`src/rtl/pacman_game_ctrl.sv`:
```
// rtl/pacman_game_ctrl.sv - game-rule sequencer: frame tick, lives, fright mode, ghost enables, score
module pacman_game_ctrl #(
    parameter int FRIGHT_FRAMES  = 600,
    parameter int RESPAWN_FRAMES = 120,
    parameter int START_LIVES    = 2,
    parameter int HIT_DIST       = 64,
    parameter int GHOST_POINTS   = 20,
    parameter int SCORE_W        = 10
) (
    input  logic               Clk,
    input  logic               Reset_n,
    input  logic               frame_vs,
    input  logic [19:0]        dist_red,
    input  logic [19:0]        dist_green,
    input  logic [19:0]        dist_aqua,
    input  logic               fruit_eaten,
    input  logic               dot_eaten,
    output logic               reversal,
    output logic               isDefeated,
    output logic               respawn,
    output logic               death,
    output logic [1:0]         lives,
    output logic               red_enable,
    output logic               green_enable,
    output logic               aqua_enable,
    output logic [SCORE_W-1:0] score,
    output logic [1:0]         state_dbg
);

    typedef enum logic [1:0] {
        ST_PLAY      = 2'd0,
        ST_FRIGHT    = 2'd1,
        ST_DYING     = 2'd2,
        ST_GAME_OVER = 2'd3
    } state_t;

    localparam int SUM_W = SCORE_W + 8;
    localparam logic [SUM_W-1:0] SCORE_MAX = SUM_W'((1 << SCORE_W) - 1);

    state_t             r_state;
    logic [9:0]         r_cnt;
    logic [1:0]         r_lives;
    logic [SCORE_W-1:0] r_score;
    logic [2:0]         r_en;
    logic               r_reversal;
    logic               r_defeated;
    logic               r_respawn;
    logic               r_death;

    logic               r_vs_s1;
    logic               r_vs_s2;
    logic               r_vs_s3;
    logic               r_tick;

    logic [2:0]         w_hit;
    logic               w_any_hit;
    logic [1:0]         w_hit_cnt;
    logic [9:0]         w_cnt_inc;
    logic [SUM_W-1:0]   w_dot_add;
    logic [SUM_W-1:0]   w_ghost_add;
    logic [SUM_W-1:0]   w_sum_play;
    logic [SUM_W-1:0]   w_sum_fright;
    logic [SCORE_W-1:0] w_score_play;
    logic [SCORE_W-1:0] w_score_fright;

    // hit vector ordered {red, green, aqua}; a disabled ghost can never hit
    assign w_hit[2]  = (dist_red   < 20'(HIT_DIST)) & r_en[2];
    assign w_hit[1]  = (dist_green < 20'(HIT_DIST)) & r_en[1];
    assign w_hit[0]  = (dist_aqua  < 20'(HIT_DIST)) & r_en[0];
    assign w_any_hit = |w_hit;
    assign w_hit_cnt = {1'b0, w_hit[2]} + {1'b0, w_hit[1]} + {1'b0, w_hit[0]};
    assign w_cnt_inc = r_cnt + 10'd1;

    assign w_dot_add    = {{(SUM_W-1){1'b0}}, dot_eaten};
    assign w_ghost_add  = SUM_W'(w_hit_cnt) * SUM_W'(GHOST_POINTS);
    assign w_sum_play   = SUM_W'(r_score) + w_dot_add;
    assign w_sum_fright = SUM_W'(r_score) + w_dot_add + w_ghost_add;
    assign w_score_play   = (w_sum_play   > SCORE_MAX) ? SCORE_MAX[SCORE_W-1:0] : w_sum_play[SCORE_W-1:0];
    assign w_score_fright = (w_sum_fright > SCORE_MAX) ? SCORE_MAX[SCORE_W-1:0] : w_sum_fright[SCORE_W-1:0];

    // VS is asynchronous: two-flop sync, then a registered rising-edge detect
    always_ff @(posedge Clk or negedge Reset_n) begin
        if (!Reset_n) begin
            r_vs_s1 <= 1'b0;
            r_vs_s2 <= 1'b0;
            r_vs_s3 <= 1'b0;
            r_tick  <= 1'b0;
        end else begin
            r_vs_s1 <= frame_vs;
            r_vs_s2 <= r_vs_s1;
            r_vs_s3 <= r_vs_s2;
            r_tick  <= r_vs_s2 & ~r_vs_s3;
        end
    end

    always_ff @(posedge Clk or negedge Reset_n) begin
        if (!Reset_n) begin
            r_state    <= ST_PLAY;
            r_cnt      <= 10'd0;
            r_lives    <= 2'(START_LIVES);
            r_score    <= '0;
            r_en       <= 3'b111;
            r_reversal <= 1'b0;
            r_defeated <= 1'b0;
            r_respawn  <= 1'b0;
            r_death    <= 1'b0;
        end else begin
            r_defeated <= 1'b0;
            if (r_tick) begin
                case (r_state)
                    ST_PLAY: begin
                        r_score <= w_score_play;
                        if (w_any_hit) begin
                            r_cnt <= 10'd0;
                            if (r_lives == 2'd0) begin
                                r_state    <= ST_GAME_OVER;
                                r_death    <= 1'b1;
                                r_reversal <= 1'b0;
                                r_respawn  <= 1'b0;
                            end else begin
                                r_state    <= ST_DYING;
                                r_lives    <= r_lives - 2'd1;
                                r_defeated <= 1'b1;
                                r_respawn  <= 1'b1;
                            end
                        end else if (fruit_eaten) begin
                            r_state    <= ST_FRIGHT;
                            r_cnt      <= 10'd0;
                            r_reversal <= 1'b1;
                        end
                    end
                    ST_FRIGHT: begin
                        r_score <= w_score_fright;
                        r_en    <= r_en & ~w_hit;
                        if (fruit_eaten) begin
                            r_cnt <= 10'd0;
                        end else if (w_cnt_inc == 10'(FRIGHT_FRAMES - 1)) begin
                            r_state    <= ST_PLAY;
                            r_cnt      <= 10'd0;
                            r_reversal <= 1'b0;
                            r_en       <= 3'b111;
                        end else begin
                            r_cnt <= w_cnt_inc;
                        end
                    end
                    ST_DYING: begin
                        if (w_cnt_inc == 10'(RESPAWN_FRAMES - 1)) begin
                            r_state   <= ST_PLAY;
                            r_cnt     <= 10'd0;
                            r_respawn <= 1'b0;
                        end else begin
                            r_cnt <= w_cnt_inc;
                        end
                    end
                    default: begin
                        r_death    <= 1'b1;
                        r_reversal <= 1'b0;
                        r_respawn  <= 1'b0;
                    end
                endcase
            end
        end
    end

    assign reversal     = r_reversal;
    assign isDefeated   = r_defeated;
    assign respawn      = r_respawn;
    assign death        = r_death;
    assign lives        = r_lives;
    assign red_enable   = r_en[2];
    assign green_enable = r_en[1];
    assign aqua_enable  = r_en[0];
    assign score        = r_score;
    assign state_dbg    = r_state;

endmodule
```
`config.mk`:
```
export PLATFORM = sky130hd
export DESIGN_NAME = pacman_game_ctrl
export DESIGN_NICKNAME = d
export VERILOG_FILES = /design/src/rtl/pacman_game_ctrl.sv
export SDC_FILE = /design/constraint.sdc
export NUM_CORES = 1
export LEC_CHECK = 0
export ABC_CLOCK_PERIOD_IN_PS = 8100
export CAP_MARGIN = 10
export CORE_MARGIN = 4
export CORE_UTILIZATION = 49
export DETAILED_ROUTE_END_ITERATION = 6
export HOLD_SLACK_MARGIN = 0.15
export PLACE_DENSITY = 0.93
export SYNTH_ARGS = -nofsm -noshare
export SYNTH_HDL_FRONTEND = slang
export SYNTH_SLANG_ARGS = --single-unit
```
`constraint.sdc`:
```
create_clock -name Clk -period 8.1 [get_ports Clk]
set_clock_uncertainty 0.1 [all_clocks]
set_input_delay 1.62 -clock Clk [delete_from_list [all_inputs] [get_ports Clk]]
set_output_delay 1.62 -clock Clk [all_outputs]
set_load 0.05 [all_outputs]
```
==> summary.txt <==
STA
  – # setup viols final: 0
  – Relative slew slack: 54.8%
  – RSZ-0062 raised after global routing: false
  – Highest clock rate: ~190 MHz
  – Max-slew violations: 0
  – Final Hold Viols: 0
  – Setup TNS: 0 ns
  – Final worst-path cycle share: around 66%
  – Tmin final: 5.31 ns
  – Worst-Margin Slew: between 0.6 and 0.7 ns

Setup path
  – Worst path slowest cell: fa_1
  – FF-to-FF setup slack: roughly 4.7 ns
  – CP Launch Type: input port
  – Worst path cell trace: clkdlybuf4s50_1 -> nor4_1 -> and4_1 -> and2_1 -> fa_1 -> ha_1 -> ha_1 -> or2_2 -> a21oi_1 -> a21oi_1 -> maj3_2 -> nand4b_2 -> nand2_2 -> o31ai_1 -> o31ai_1
  – Peak per-stage delay on the critical path: about 0.45 ns
  – Crit-path max FO: 8
  – Required time worst endpoint: between 8 and 9 ns
  – Worst Setup End Kind: flop
  – Worst-case reg-to-reg path depth: 12
  – R2r startpoint: r_en[1]
  – R2R Path End: score[7]
  – WP data arrival: 5.36 ns
  – Crit path kind: in -> reg

Logic synthesis
  – Mapped Nets: approximately 370
  – FF+latch count, synth: 35
  – Mapped Area: roughly 2500 sq um
  – Gate Count Post-Synth: between 200 and 300
  – Synth top area share: 31.1%
  – Most common cell in the netlist: nand2_1
  – Seq/Total Area, Yosys: 35.3%
  – Largest area contributor in the netlist: dfrtp_1
  – Synth top cells by count: nand2_1, dfrtp_1, nor2_1, o21ai_0, ha_1
  – Post-synth EDFFs: 0
  – Netlist cell types: 59
  – Syn Area/Cell: roughly 8.6 sq um
  – Prevailing post-synth register cell: dfrtp_1
  – Synthesis Warnings: 0
  – Async SR Flop Fraction: 100%
  – Area contributors post-synth: dfrtp_1, ha_1, nand2_1

Floorplan
  – Vert. Die Dim: 79.4 microns
  – Row Count: 25
  – Core ar.: just under 5000 sq um
  – Initial Util: approximately 52%
  – Die X: about 79 microns
  – Io pins: 86
  – DIE AREA: about 6300 sq um

Placement
  – Routability-driven placement congestion ratio: between 0.9 and 1
  – DP Wirelength: between 5000 and 6000 microns
  – Port bufs: between 60 and 70
  – Placed cells: approximately 420

Global routing
  – GRT Overall Usage: between 20% and 30%
  – Number of global-route vias before repair: 2458
  – Gr ovfl total: 0
  – Largest net degree at the start of global routing: 36
  – Initial antenna violation count: 0
  – First-pass GRT wire length: roughly 11000 microns

Finish
  – Nets: 433
  – Non-Filler Instances: 423
  – Ant diodes: 0
  – Core Util, Final: slightly below 70%
  – Fillers: ~410
  – Share of cells above drive strength 1: about a tenth
  – Synth-to-layout area growth: 32.5%

Hold path
  – Hold Path Cell Cnt: 0
  – Hold Startpoint: r_vs_s1
  – Class of the worst hold path: reg -> reg
  – Hold endpoint: r_vs_s2

Power
  – Switching portion of total power: between 40% and 50%
  – Clock share of power: between 20% and 30%
  – Worst VDD drop: between 0.1 and 0.15 mV
  – PD cells: 185 nW/um^2
  – Power Internal: between 0.3 and 0.4 mW
  – Switch Pwr: 0.259 mW
  – Sequential fraction of design power: 36.4%
  – Pleak: 1.37 nW
  – Comb power frac: between 40% and 50%

Clock network
  – TritonCTS buffer count: 5
  – Post-CTS Setup Bufs: 0
  – Post-CTS Hold Buffers: 0
  – TritonCTS clock tree: yes
  – CTS resizes: 0
  – Clock Latency Late Sink: 0.29 ns
  – Sink Count: 35
  – Worst-path clk slew: ~0.070 ns
  – Root Buffer Master: clkbuf_8
  – H-Tree Depth: 2
  – Clock tree buffer depth: 2

Flow run
  – Max-cap viol count: 0

Detailed routing
  – DRT antenna net count: 0
  – DRT Pass-1 Iters: 4
  – DR iter-0 viols: roughly 190
  – DR WL/cell: 16.1 microns
  – DR DRC count: 0
  – Vias/cell: 5.75
  – Total number of vias: roughly 2400
  – Total wire length: 6830 microns

Status
  – Status: completed
==> registers in the layout, summed over array words and instances (netlist names) <==
register    count
reversal        1
death           1
r_en            3
lives           2
r_vs_s2         1
respawn         1
r_vs_s1         1
r_cnt          10
score          10
r_vs_s3         1
isDefeated      1
state_dbg       2
r_tick          1
==> critical path, delay by kind of cell <==
family | cells | cell delay [ns]
buffers and inverters | 1 | 0.41
AND/OR/NAND/NOR | 6 | 1.39
AO/OA/AOI/OAI | 4 | 0.60
adder cells (fa/ha/maj) | 4 | 1.30
==> power by group through the flow <==
stage / logic [mW] / clock network, mW / registers, mW
floorplan: 0.110 / 0 / 0.279
global placement: 0.248 / 0 / 0.224
detailed placement: 0.259 / 0 / 0.226
CTS: 0.261 / 0.133 / 0.223
global route: 0.281 / 0.143 / 0.227
finish: 0.261 / 0.129 / 0.223
==> logic make-up (layout without fill, tap and decap cells) <==
family | after synthesis | after routing | synth area share, %
and+or+nand+nor | 135 | 135 | 29.0
AOI/OAI and AO/OA | 72 | 72 | 20.1
DFF | 35 | 35 | 35.3
buffers and inverters | 19 | 86 | 3.11
adders and majority gates | 14 | 14 | 7.27
xor gates and xnor gates | 13 | 13 | 4.86
muxes | 1 | 1 | 0.451
==> per-stage QoR <==
stage               power [mW]  hold slack (ns)  setup slack [ns]  cell area [sq um]
floorplan                0.388            0.231              3.33               2500
detailed placement       0.485            0.242              2.52               3220
global placement         0.472            0.244              2.65               3220
finish                   0.613            0.267              2.79               3310
global route             0.651            0.279              2.54               3310
CTS                      0.616            0.268              2.82               3310
==> final cells by class <==
type / count / area [sq um] / area share [%]
multi-input cells: 235 / 1540 / 46.5
flip-flops and latches: 35 / 881 / 26.6
repair buffers: 68 / 678 / 20.5
well taps: 67 / 83.8 / 2.53
clock buffers: 5 / 68.8 / 2.08
inverters: 10 / 37.5 / 1.14
clock inverters: 3 / 20.0 / 0.605
==> cell usage in the layout (no fill, tap or decap), types with 2 or more instances in the layout <==
cell,instances
clkdlybuf4s50_1,67
nand2_1,38
dfrtp_1,31
nor2_1,26
o21ai_0,23
ha_1,12
inv_1,10
nand3_1,10
nor4_1,9
and2_1,9
a21oi_1,9
nor2b_1,8
o31ai_1,8
a31oi_1,8
xnor2_1,7
nand4_1,6
xor2_1,5
clkbuf_8,5
a31o_2,4
dfstp_2,4
and4_1,3
o21ai_1,3
nor3_1,3
and3_2,2
o21ai_2,2
nor3b_1,2
or3_1,2
or4_1,2
a21o_1,2
nand2b_1,2
o221ai_1,2
o22ai_1,2
clkinvlp_4,2
==> how the worst max path moves through the flow <==
stage / startpoint / to / slack, ns / depth (start not counted)
5_1_grt: dist_green[15] / score[7] / 2.54 / 15
3_5_place_dp: dist_green[15] / score[7] / 2.52 / 15
2_1_floorplan: dist_green[18] / score[7] / 3.33 / 14
3_3_place_gp: dist_green[11] / score[7] / 2.65 / 15
6_report: dist_green[15] / score[7] / 2.79 / 15
4_1_cts: dist_green[15] / score[7] / 2.82 / 15
==> routing by layer <==
metal	vias up	track usage [%]	routed length [microns]	part of all wire (%)
met2	58	42.3	3720	54
met3	10	3.84	212	3.1
li1	1180	-	-	-
met5	-	0	0	0
met4	0	7.39	108	1.6
met1	1184	26.8	2790	41
Note: power is estimated with default switching activity, not from simulation.
